### config.mk
export PLATFORM = sky130hd
export DESIGN_NAME = gray_hot_decoder
export DESIGN_NICKNAME = d
export VERILOG_FILES = /design/src/rtl/gray_hot_decoder.sv
export SDC_FILE = /design/constraint.sdc
export NUM_CORES = 1
export LEC_CHECK = 0
export CORE_MARGIN = 10
export CORE_UTILIZATION = 31
export DETAILED_ROUTE_END_ITERATION = 10
export PLACE_DENSITY = 0.56
export SYNTH_ARGS = -nofsm -noshare
export SYNTH_HDL_FRONTEND = slang
export SYNTH_SLANG_ARGS = --single-unit
### constraint.sdc
create_clock -name clk -period 2.5 [get_ports clk]
set_clock_uncertainty 0.15 [all_clocks]
set_input_delay 0.5 -clock clk [delete_from_list [all_inputs] [get_ports clk]]
set_output_delay 0.5 -clock clk [all_outputs]
set_load 0.01 [all_outputs]
### src/rtl/gray_hot_decoder.sv
// Decodes 7-bit Gray or one-hot code words to 3-bit binary through a one-stage
// valid/ready register, flagging illegal words and out-of-sequence steps.
module gray_hot_decoder #(
    parameter int unsigned USE_GRAY   = 1,
    parameter int unsigned STEP_CHECK = 1,
    parameter int unsigned CNT_W      = 8
) (
    input  logic             clk,
    input  logic             rst_n,
    input  logic             in_valid,
    output logic             in_ready,
    input  logic [6:0]       B,
    output logic             out_valid,
    input  logic             out_ready,
    output logic [2:0]       A,
    output logic             code_err,
    output logic             step_err,
    input  logic             clr_cnt,
    output logic [CNT_W-1:0] err_cnt
);

    typedef enum logic {
        IDLE  = 1'b0,
        TRACK = 1'b1
    } state_e;

    state_e           state_q, state_d;
    logic [2:0]       prev_q, prev_d;
    logic [2:0]       a_q, a_d;
    logic             valid_q, valid_d;
    logic             ce_q, ce_d;
    logic             se_q, se_d;
    logic [CNT_W-1:0] cnt_q, cnt_d;

    logic [2:0]       dec_a;
    logic             dec_legal;
    logic [2:0]       prev_inc;
    logic             accept;

    assign in_ready = !valid_q || out_ready;
    assign accept   = in_valid && in_ready;
    assign prev_inc = prev_q + 3'd1;

    always_comb begin
        dec_a     = '0;
        dec_legal = 1'b0;
        if (USE_GRAY != 0) begin
            dec_legal = (B[6:3] == 4'b0000);
            dec_a     = {B[2], B[2] ^ B[1], B[2] ^ B[1] ^ B[0]};
        end else if (B == '0) begin
            dec_legal = 1'b1;
        end else if ((B & (B - 7'd1)) == '0) begin
            // Single bit k set maps to k+1; zero word is reserved for value 0.
            dec_legal = 1'b1;
            for (int unsigned k = 0; k < 7; k++) begin
                if (B[k]) dec_a = 3'(k + 1);
            end
        end
    end

    always_comb begin
        state_d = state_q;
        prev_d  = prev_q;
        valid_d = valid_q;
        a_d     = a_q;
        ce_d    = ce_q;
        se_d    = se_q;
        cnt_d   = cnt_q;

        if (accept) begin
            valid_d = 1'b1;
            if (dec_legal) begin
                a_d     = dec_a;
                ce_d    = 1'b0;
                prev_d  = dec_a;
                state_d = TRACK;
                case (state_q)
                    IDLE:    se_d = 1'b0;
                    TRACK:   se_d = (STEP_CHECK != 0) && (dec_a != prev_inc);
                    default: se_d = 1'b0;
                endcase
            end else begin
                a_d  = '0;
                ce_d = 1'b1;
                se_d = 1'b0;
            end
        end else if (out_ready) begin
            valid_d = 1'b0;
        end

        if (clr_cnt) begin
            cnt_d = '0;
        end else if (accept && (ce_d || se_d) && (cnt_q != '1)) begin
            cnt_d = cnt_q + {{(CNT_W-1){1'b0}}, 1'b1};
        end
    end

    always_ff @(posedge clk or negedge rst_n) begin
        if (!rst_n) begin
            state_q <= IDLE;
            prev_q  <= '0;
            valid_q <= 1'b0;
            a_q     <= '0;
            ce_q    <= 1'b0;
            se_q    <= 1'b0;
            cnt_q   <= '0;
        end else begin
            state_q <= state_d;
            prev_q  <= prev_d;
            valid_q <= valid_d;
            a_q     <= a_d;
            ce_q    <= ce_d;
            se_q    <= se_d;
            cnt_q   <= cnt_d;
        end
    end

    assign out_valid = valid_q;
    assign A         = a_q;
    assign code_err  = ce_q;
    assign step_err  = se_q;
    assign err_cnt   = cnt_q;

endmodule

==> results of run 1 <==
-- registers in the layout, summed over array words and instances, names as in the netlist --
name	cells
err_cnt	8
out_valid	1
A	3
step_err	1
code_err	1
prev_q	3
state_q	1
-- placed cells by master (no fill, tap or decap), types with 3 or more instances in the layout --
cell             synthesis  final
a21oi_1                  5      5
buf_4                    0      7
clkbuf_4                 0      3
clkdlybuf4s50_1          0     26
dfrtp_1                 18     18
nand2_1                 14     14
nand2b_1                 3      3
nand3_1                  4      4
nor2_1                   7      7
nor4_1                   3      3
or3_1                    3      3
xor2_1                   3      3
-- routing by layer --
| layer | track usage | wire length (um) | vias to the layer above |
|---|---|---|---|
| met5 | 0 | 0 | - |
| met4 | 0.0168 | 14 | 0 |
| met3 | 0.0447 | 181 | 2 |
| met2 | 0.140 | 1020 | 19 |
| met1 | 0.0922 | 922 | 367 |
| li1 | - | - | 400 |
-- worst max-delay path, cell delays in order --
cell and delay (ps):
clkdlybuf4s50_1 450, nand2b_1 110, buf_4 120, clkdlybuf4s50_1 530
-- power by group through the flow --
| stage | combinational [uW] | sequential [uW] | clock, uW |
|---|---|---|---|
| floorplan | 88.5 | 337 | 0 |
| global placement | 157 | 337 | 0 |
| detailed placement | 159 | 338 | 0 |
| CTS | 160 | 332 | 158 |
| global route | 177 | 335 | 171 |
| finish | 158 | 332 | 146 |
-- worst min-delay path by stage --
stage                   from        to  slack (ps)
floorplan              rst_n      A[0]          50
global placement    step_err  step_err         310
CTS                     A[0]      A[0]         350
finish                  A[0]      A[0]         340
global route        step_err  step_err         360
detailed placement      A[0]      A[0]         320
-- stage by stage --
| step | cells | util |
|---|---|---|
| after detailed placement | 153 | 0.460 |
| after global routing | 156 | 0.468 |
| after global placement | 153 | 0.460 |
| after floorplan | 89 | - |
| after CTS | 156 | 0.468 |
| final | 156 | 0.468 |
-- kinds of logic (layout without fill, tap and decap cells) --
kind of cell / after synthesis / in the layout
and+or+nand+nor: 42 / 42
AOI/OAI and AO/OA: 19 / 19
DFF: 18 / 18
xor gates and xnor gates: 5 / 5
adders and majority gates: 2 / 2
buffers and inverters: 2 / 38
muxes: 1 / 1
-- layout make-up --
type / instances / share of cell area
sequential: 18 / 0.343
inverter: 1 / 0.00286
multi-input combinational: 69 / 0.354
timing repair buffer: 34 / 0.253
tap: 31 / 0.0295
clock buffer: 3 / 0.0171
==> impl_metrics.env, run 1 <==
export IMPL_routabilityCongestion=0.773
export IMPL_switching_share=0.286
export IMPL_drt_iter0_markers=54
export IMPL_core_um2=2810
export IMPL_dieArea_um2=5600
export IMPL_syn_inst=89
export IMPL_root_buffer="clkbuf_4"
export IMPL_clock_path_buffers=2
export IMPL_wirelength_um=2140
export IMPL_synth_flop_cell="dfrtp_1"
export IMPL_vias=788
export IMPL_cap_violations=0
export IMPL_synth_top_family_by_area="simple AND/OR/NAND/NOR gates"
export IMPL_cp_endpoint="in_ready"
export IMPL_setup_viol=0
export IMPL_cp_arrival_ps=1710
export IMPL_rsz0062_at_grt="no"
export IMPL_grt_max_degree=19
export IMPL_yosysWarnings=0
export IMPL_reg2reg_to="err_cnt[5]"
export IMPL_viasPerCell=5.05
export IMPL_min_path_cells=1
export IMPL_ff_latch_area_um2=450
export IMPL_fmax_mhz=425
export IMPL_dp_hpwl_um=1660
export IMPL_p_seq_frac=0.522
export IMPL_finalHoldViolCount=0
export IMPL_ios=27
export IMPL_synth_area_um2=931
export IMPL_drc=0
export IMPL_synth_area_top_cells="dfrtp_1 48%, nand2_1 5.6%, nor2_1 2.8%"
export IMPL_p_leak_uw=0.000582
export IMPL_muxShareOfSynthArea=0.0108
export IMPL_startpoint="out_ready"
export IMPL_syn2layout_area_growth_pct=41.1
export IMPL_die_h_um=74.8
export IMPL_yosysMostFrequentCell="dfrtp_1"
export IMPL_synth_top_cell_by_area="dfrtp_1"
export IMPL_relSlewSlack=0.792
export IMPL_grt_pass1_wl_um=3670
export IMPL_synthTopCellsByCount="18 x dfrtp_1, 14 x nand2_1, 7 x nor2_1"
export IMPL_tightest_slew_ps=309
export IMPL_critPathLaunchType="input pin"
export IMPL_hold_class="flop to flop"
export IMPL_ir_worst_vdd_mv=0.330
export IMPL_cts_resized_gates=0
export IMPL_rr_worst_depth=8
export IMPL_multi_input_area_um2=465
export IMPL_async_flop_share=1.00
export IMPL_postRouteAntennaNets=0
export IMPL_synth_simple_area_share=0.249
export IMPL_power_switching_uw=182
export IMPL_rrSetupSlack_ps=200
export IMPL_synth_edf_count=0
export IMPL_setup_slack_ps=144
export IMPL_fin_nets=141
export IMPL_status="finished clean"
export IMPL_yosysTopAreaCellShare=0.484
export IMPL_ys_seq_area_frac=0.484
export IMPL_yosysUniqueCellTypes=32
export IMPL_fin_crit_ps=2360
export IMPL_p_total_uw=636
export IMPL_insertion_delay_ps=290
export IMPL_cts_tree="yes"
export IMPL_rows=19
export IMPL_grt_pass1_vias=811
export IMPL_comb_power_share=0.248
export IMPL_overflow=0
export IMPL_clkTransAtPathRegs_ps=100
export IMPL_first_pass_iters=4
export IMPL_finalCritPeriodShare=0.942
export IMPL_diodes=0
export IMPL_clkPwrFrac=0.230
export IMPL_postSynthAreaPerCell_um2=10.5
export IMPL_placement_cell_area_um2=1290
export IMPL_port_buffers=26
export IMPL_antenna_found_initial=0
export IMPL_cts_htree_levels=1
export IMPL_path_class="input pin to output port"
export IMPL_drive_gt1_frac=0.136
export IMPL_syn_nets=103
export IMPL_whs_ps=341
export IMPL_ys_ff_latch=18
export IMPL_n_fill_cell=277
export IMPL_cp_end_kind="output port"
export IMPL_grt_usage=0.0835
export IMPL_holdBufCountCts=0
export IMPL_wl_per_cell_um=13.7
export IMPL_synth_fa_ha_area_frac=0.0269
export IMPL_worstReg2RegStart="prev_q[0]"
export IMPL_drv_slew=0
export IMPL_cts_buffers=3
export IMPL_dp_slack_ps=-110
export IMPL_post_cts_buffers=0
export IMPL_crit_required_ps=1850
export IMPL_cts_sinks=18
export IMPL_power_density_nw_per_um2=484
export IMPL_p_int_uw=454
export IMPL_worst_path_max_fanout=3
export IMPL_fin_tns_setup_ps=0
export IMPL_start_util=0.332
export IMPL_die_w_um=74.8
export IMPL_synth_xor_area_frac=0.0551
export IMPL_post_route_cell_area_um2=1310
export IMPL_synth_compound_area_share=0.159
(Power assumes the default switching activity.)
==> run 2, diff against run 1 <==
- ABC_CLOCK_PERIOD_IN_PS: unset -> 2500
==> results of run 2 <==
Final layout, timing and power as in run 1 (identical DEF).
==> run 3, diff against run 2 <==
--- a/config.mk
+++ b/config.mk
@@ -6,5 +6,5 @@
 export NUM_CORES = 1
 export LEC_CHECK = 0
-export ABC_CLOCK_PERIOD_IN_PS = 2500
+export ABC_CLOCK_PERIOD_IN_PS = 2400
 export CORE_MARGIN = 10
 export CORE_UTILIZATION = 31
==> constraint.sdc (replaced) <==
create_clock -name clk -period 2.4 [get_ports clk]
set_clock_uncertainty 0.15 [all_clocks]
set_input_delay 0.36 -clock clk [delete_from_list [all_inputs] [get_ports clk]]
set_output_delay 0.36 -clock clk [all_outputs]
set_load 0.01 [all_outputs]
==> run 3 against run 2 <==
Effect of this change:
- register-to-register slack got worse by 70 ps
- combinational power increased by 15%
- largest cell class unchanged
- sequential cell count unchanged
- critical endpoint is now err_cnt[5]
==> impl_metrics.env, run 3 (synthesis gave the netlist of run 1 again) <==
export IMPL_ir_worst_vdd_mv=0.347
export IMPL_finalHoldViolCount=0
export IMPL_clkTransAtPathRegs_ps=100
export IMPL_relSlewSlack=0.748
export IMPL_cp_end_kind="flop"
export IMPL_slowest_stage="dfrtp_1"
export IMPL_layout_commonest_cell="clkdlybuf4s50_1"
export IMPL_cp_cell_sequence="ha_1 -> xor2_2 -> nand4bb_1 -> o311a_1 -> o31ai_4 -> buf_12 -> or4_1 -> a21oi_2"
export IMPL_layout_common_cells="26 x clkdlybuf4s50_1, 18 x dfrtp_1, 14 x nand2_1"
export IMPL_crit_required_ps=2480
export IMPL_power_density_nw_per_um2=509
export IMPL_diodes=0
export IMPL_cts_resized_gates=0
export IMPL_drv_slew=0
export IMPL_rows=19
export IMPL_die_h_um=74.8
export IMPL_start_util=0.332
export IMPL_core_um2=2810
export IMPL_die_w_um=74.8
export IMPL_p_total_uw=681
export IMPL_dieArea_um2=5600
export IMPL_finalCritPeriodShare=0.947
export IMPL_cp_arrival_ps=2350
export IMPL_cts_htree_levels=1
export IMPL_insertion_delay_ps=290
export IMPL_routabilityCongestion=0.773
export IMPL_antenna_found_initial=0
export IMPL_post_cts_buffers=0
export IMPL_status="finished clean"
export IMPL_cts_sinks=18
export IMPL_root_buffer="clkbuf_4"
export IMPL_fin_crit_ps=2270
export IMPL_tightest_slew_ps=375
export IMPL_critPathLaunchType="flop"
export IMPL_viasPerCell=4.99
export IMPL_fin_tns_setup_ps=0
export IMPL_syn2layout_area_growth_pct=43.7
export IMPL_wirelength_um=2200
export IMPL_hold_class="input pin to async pin"
export IMPL_drt_iter0_markers=56
export IMPL_worst_path_max_fanout=14
export IMPL_vias=778
export IMPL_cts_buffers=3
export IMPL_fin_nets=141
export IMPL_p_leak_uw=0.000585
export IMPL_postRouteAntennaNets=0
export IMPL_clock_path_buffers=2
export IMPL_fmax_mhz=440
export IMPL_grt_pass1_vias=811
export IMPL_overflow=0
export IMPL_drive_gt1_frac=0.160
export IMPL_port_buffers=26
export IMPL_ios=27
export IMPL_path_class="flop to flop"
export IMPL_critPathMaxStageDelay_ps=440
export IMPL_dp_hpwl_um=1660
export IMPL_holdBufCountCts=0
export IMPL_grt_usage=0.0835
export IMPL_cts_tree="yes"
export IMPL_whs_ps=230
export IMPL_grt_pass1_wl_um=3670
export IMPL_first_pass_iters=4
export IMPL_grt_max_degree=19
export IMPL_largest_reg_flops=8
export IMPL_setup_viol=0
export IMPL_drc=0
export IMPL_wl_per_cell_um=14.1
export IMPL_cap_violations=0
## run 3: cell counts in the layout (fill, tap and decap cells not counted)
Identical to the previous run, type by type.
## run 3: where the power goes
group          total (uW)  leakage (uW)  switching (uW)  internal, uW
clock                 154     0.0000138            95.3          58.4
sequential            347      0.000235            20.8           326
combinational         181      0.000336            86.1          94.4
## run 3: metal layers
metal / share of wire / routed length [um] / global-route usage
met5: 0 / 0 / 0
met4: 0.0064 / 14 / 0.0168
met3: 0.085 / 187 / 0.0447
met2: 0.49 / 1080 / 0.140
met1: 0.42 / 913 / 0.0922
## run 3: worst max-delay path, delay by kind of cell (launching register included)
| family | cells | cell delay (ps) |
|---|---|---|
| AND/OR/NAND/NOR | 2 | 530 |
| AO/OA/AOI/OAI | 3 | 480 |
| flip-flops | 1 | 440 |
| adder cells (fa/ha/maj) | 1 | 250 |
| XOR/XNOR | 1 | 200 |
| buffers and inverters | 1 | 150 |
## run 3: layout make-up
cell class / instances / area (um^2)
timing repair buffer: 34 / 333
clock buffer: 3 / 22.5
fill: 276 / 1470
tap: 31 / 38.8
sequential: 18 / 450
multi-input combinational: 69 / 489
inverter: 1 / 3.75
## run 3: worst paths after layout
kind                       startpoint         end  slack, ps  depth (start not counted)
min reg2reg                      A[0]        A[0]        340                          1
max                         prev_q[0]  err_cnt[5]        130                          8
min in group clk                 A[0]        A[0]        340                          1
max in group asynchronous       rst_n  err_cnt[0]       1670                          2
min                             rst_n  err_cnt[2]        230                          2
max reg2reg                 prev_q[0]  err_cnt[5]        130                          8
## run 3: per-stage QoR
step / worst slack, ps / area [um^2] / util / instances
after floorplan: 329 / 931 / - / 89
after global placement: -16.1 / 1290 / 0.460 / 153
after detailed placement: -69.9 / 1290 / 0.460 / 153
after CTS: 97.3 / 1310 / 0.468 / 156
after global routing: -9.37 / 1340 / 0.477 / 156
final: 126 / 1340 / 0.477 / 156
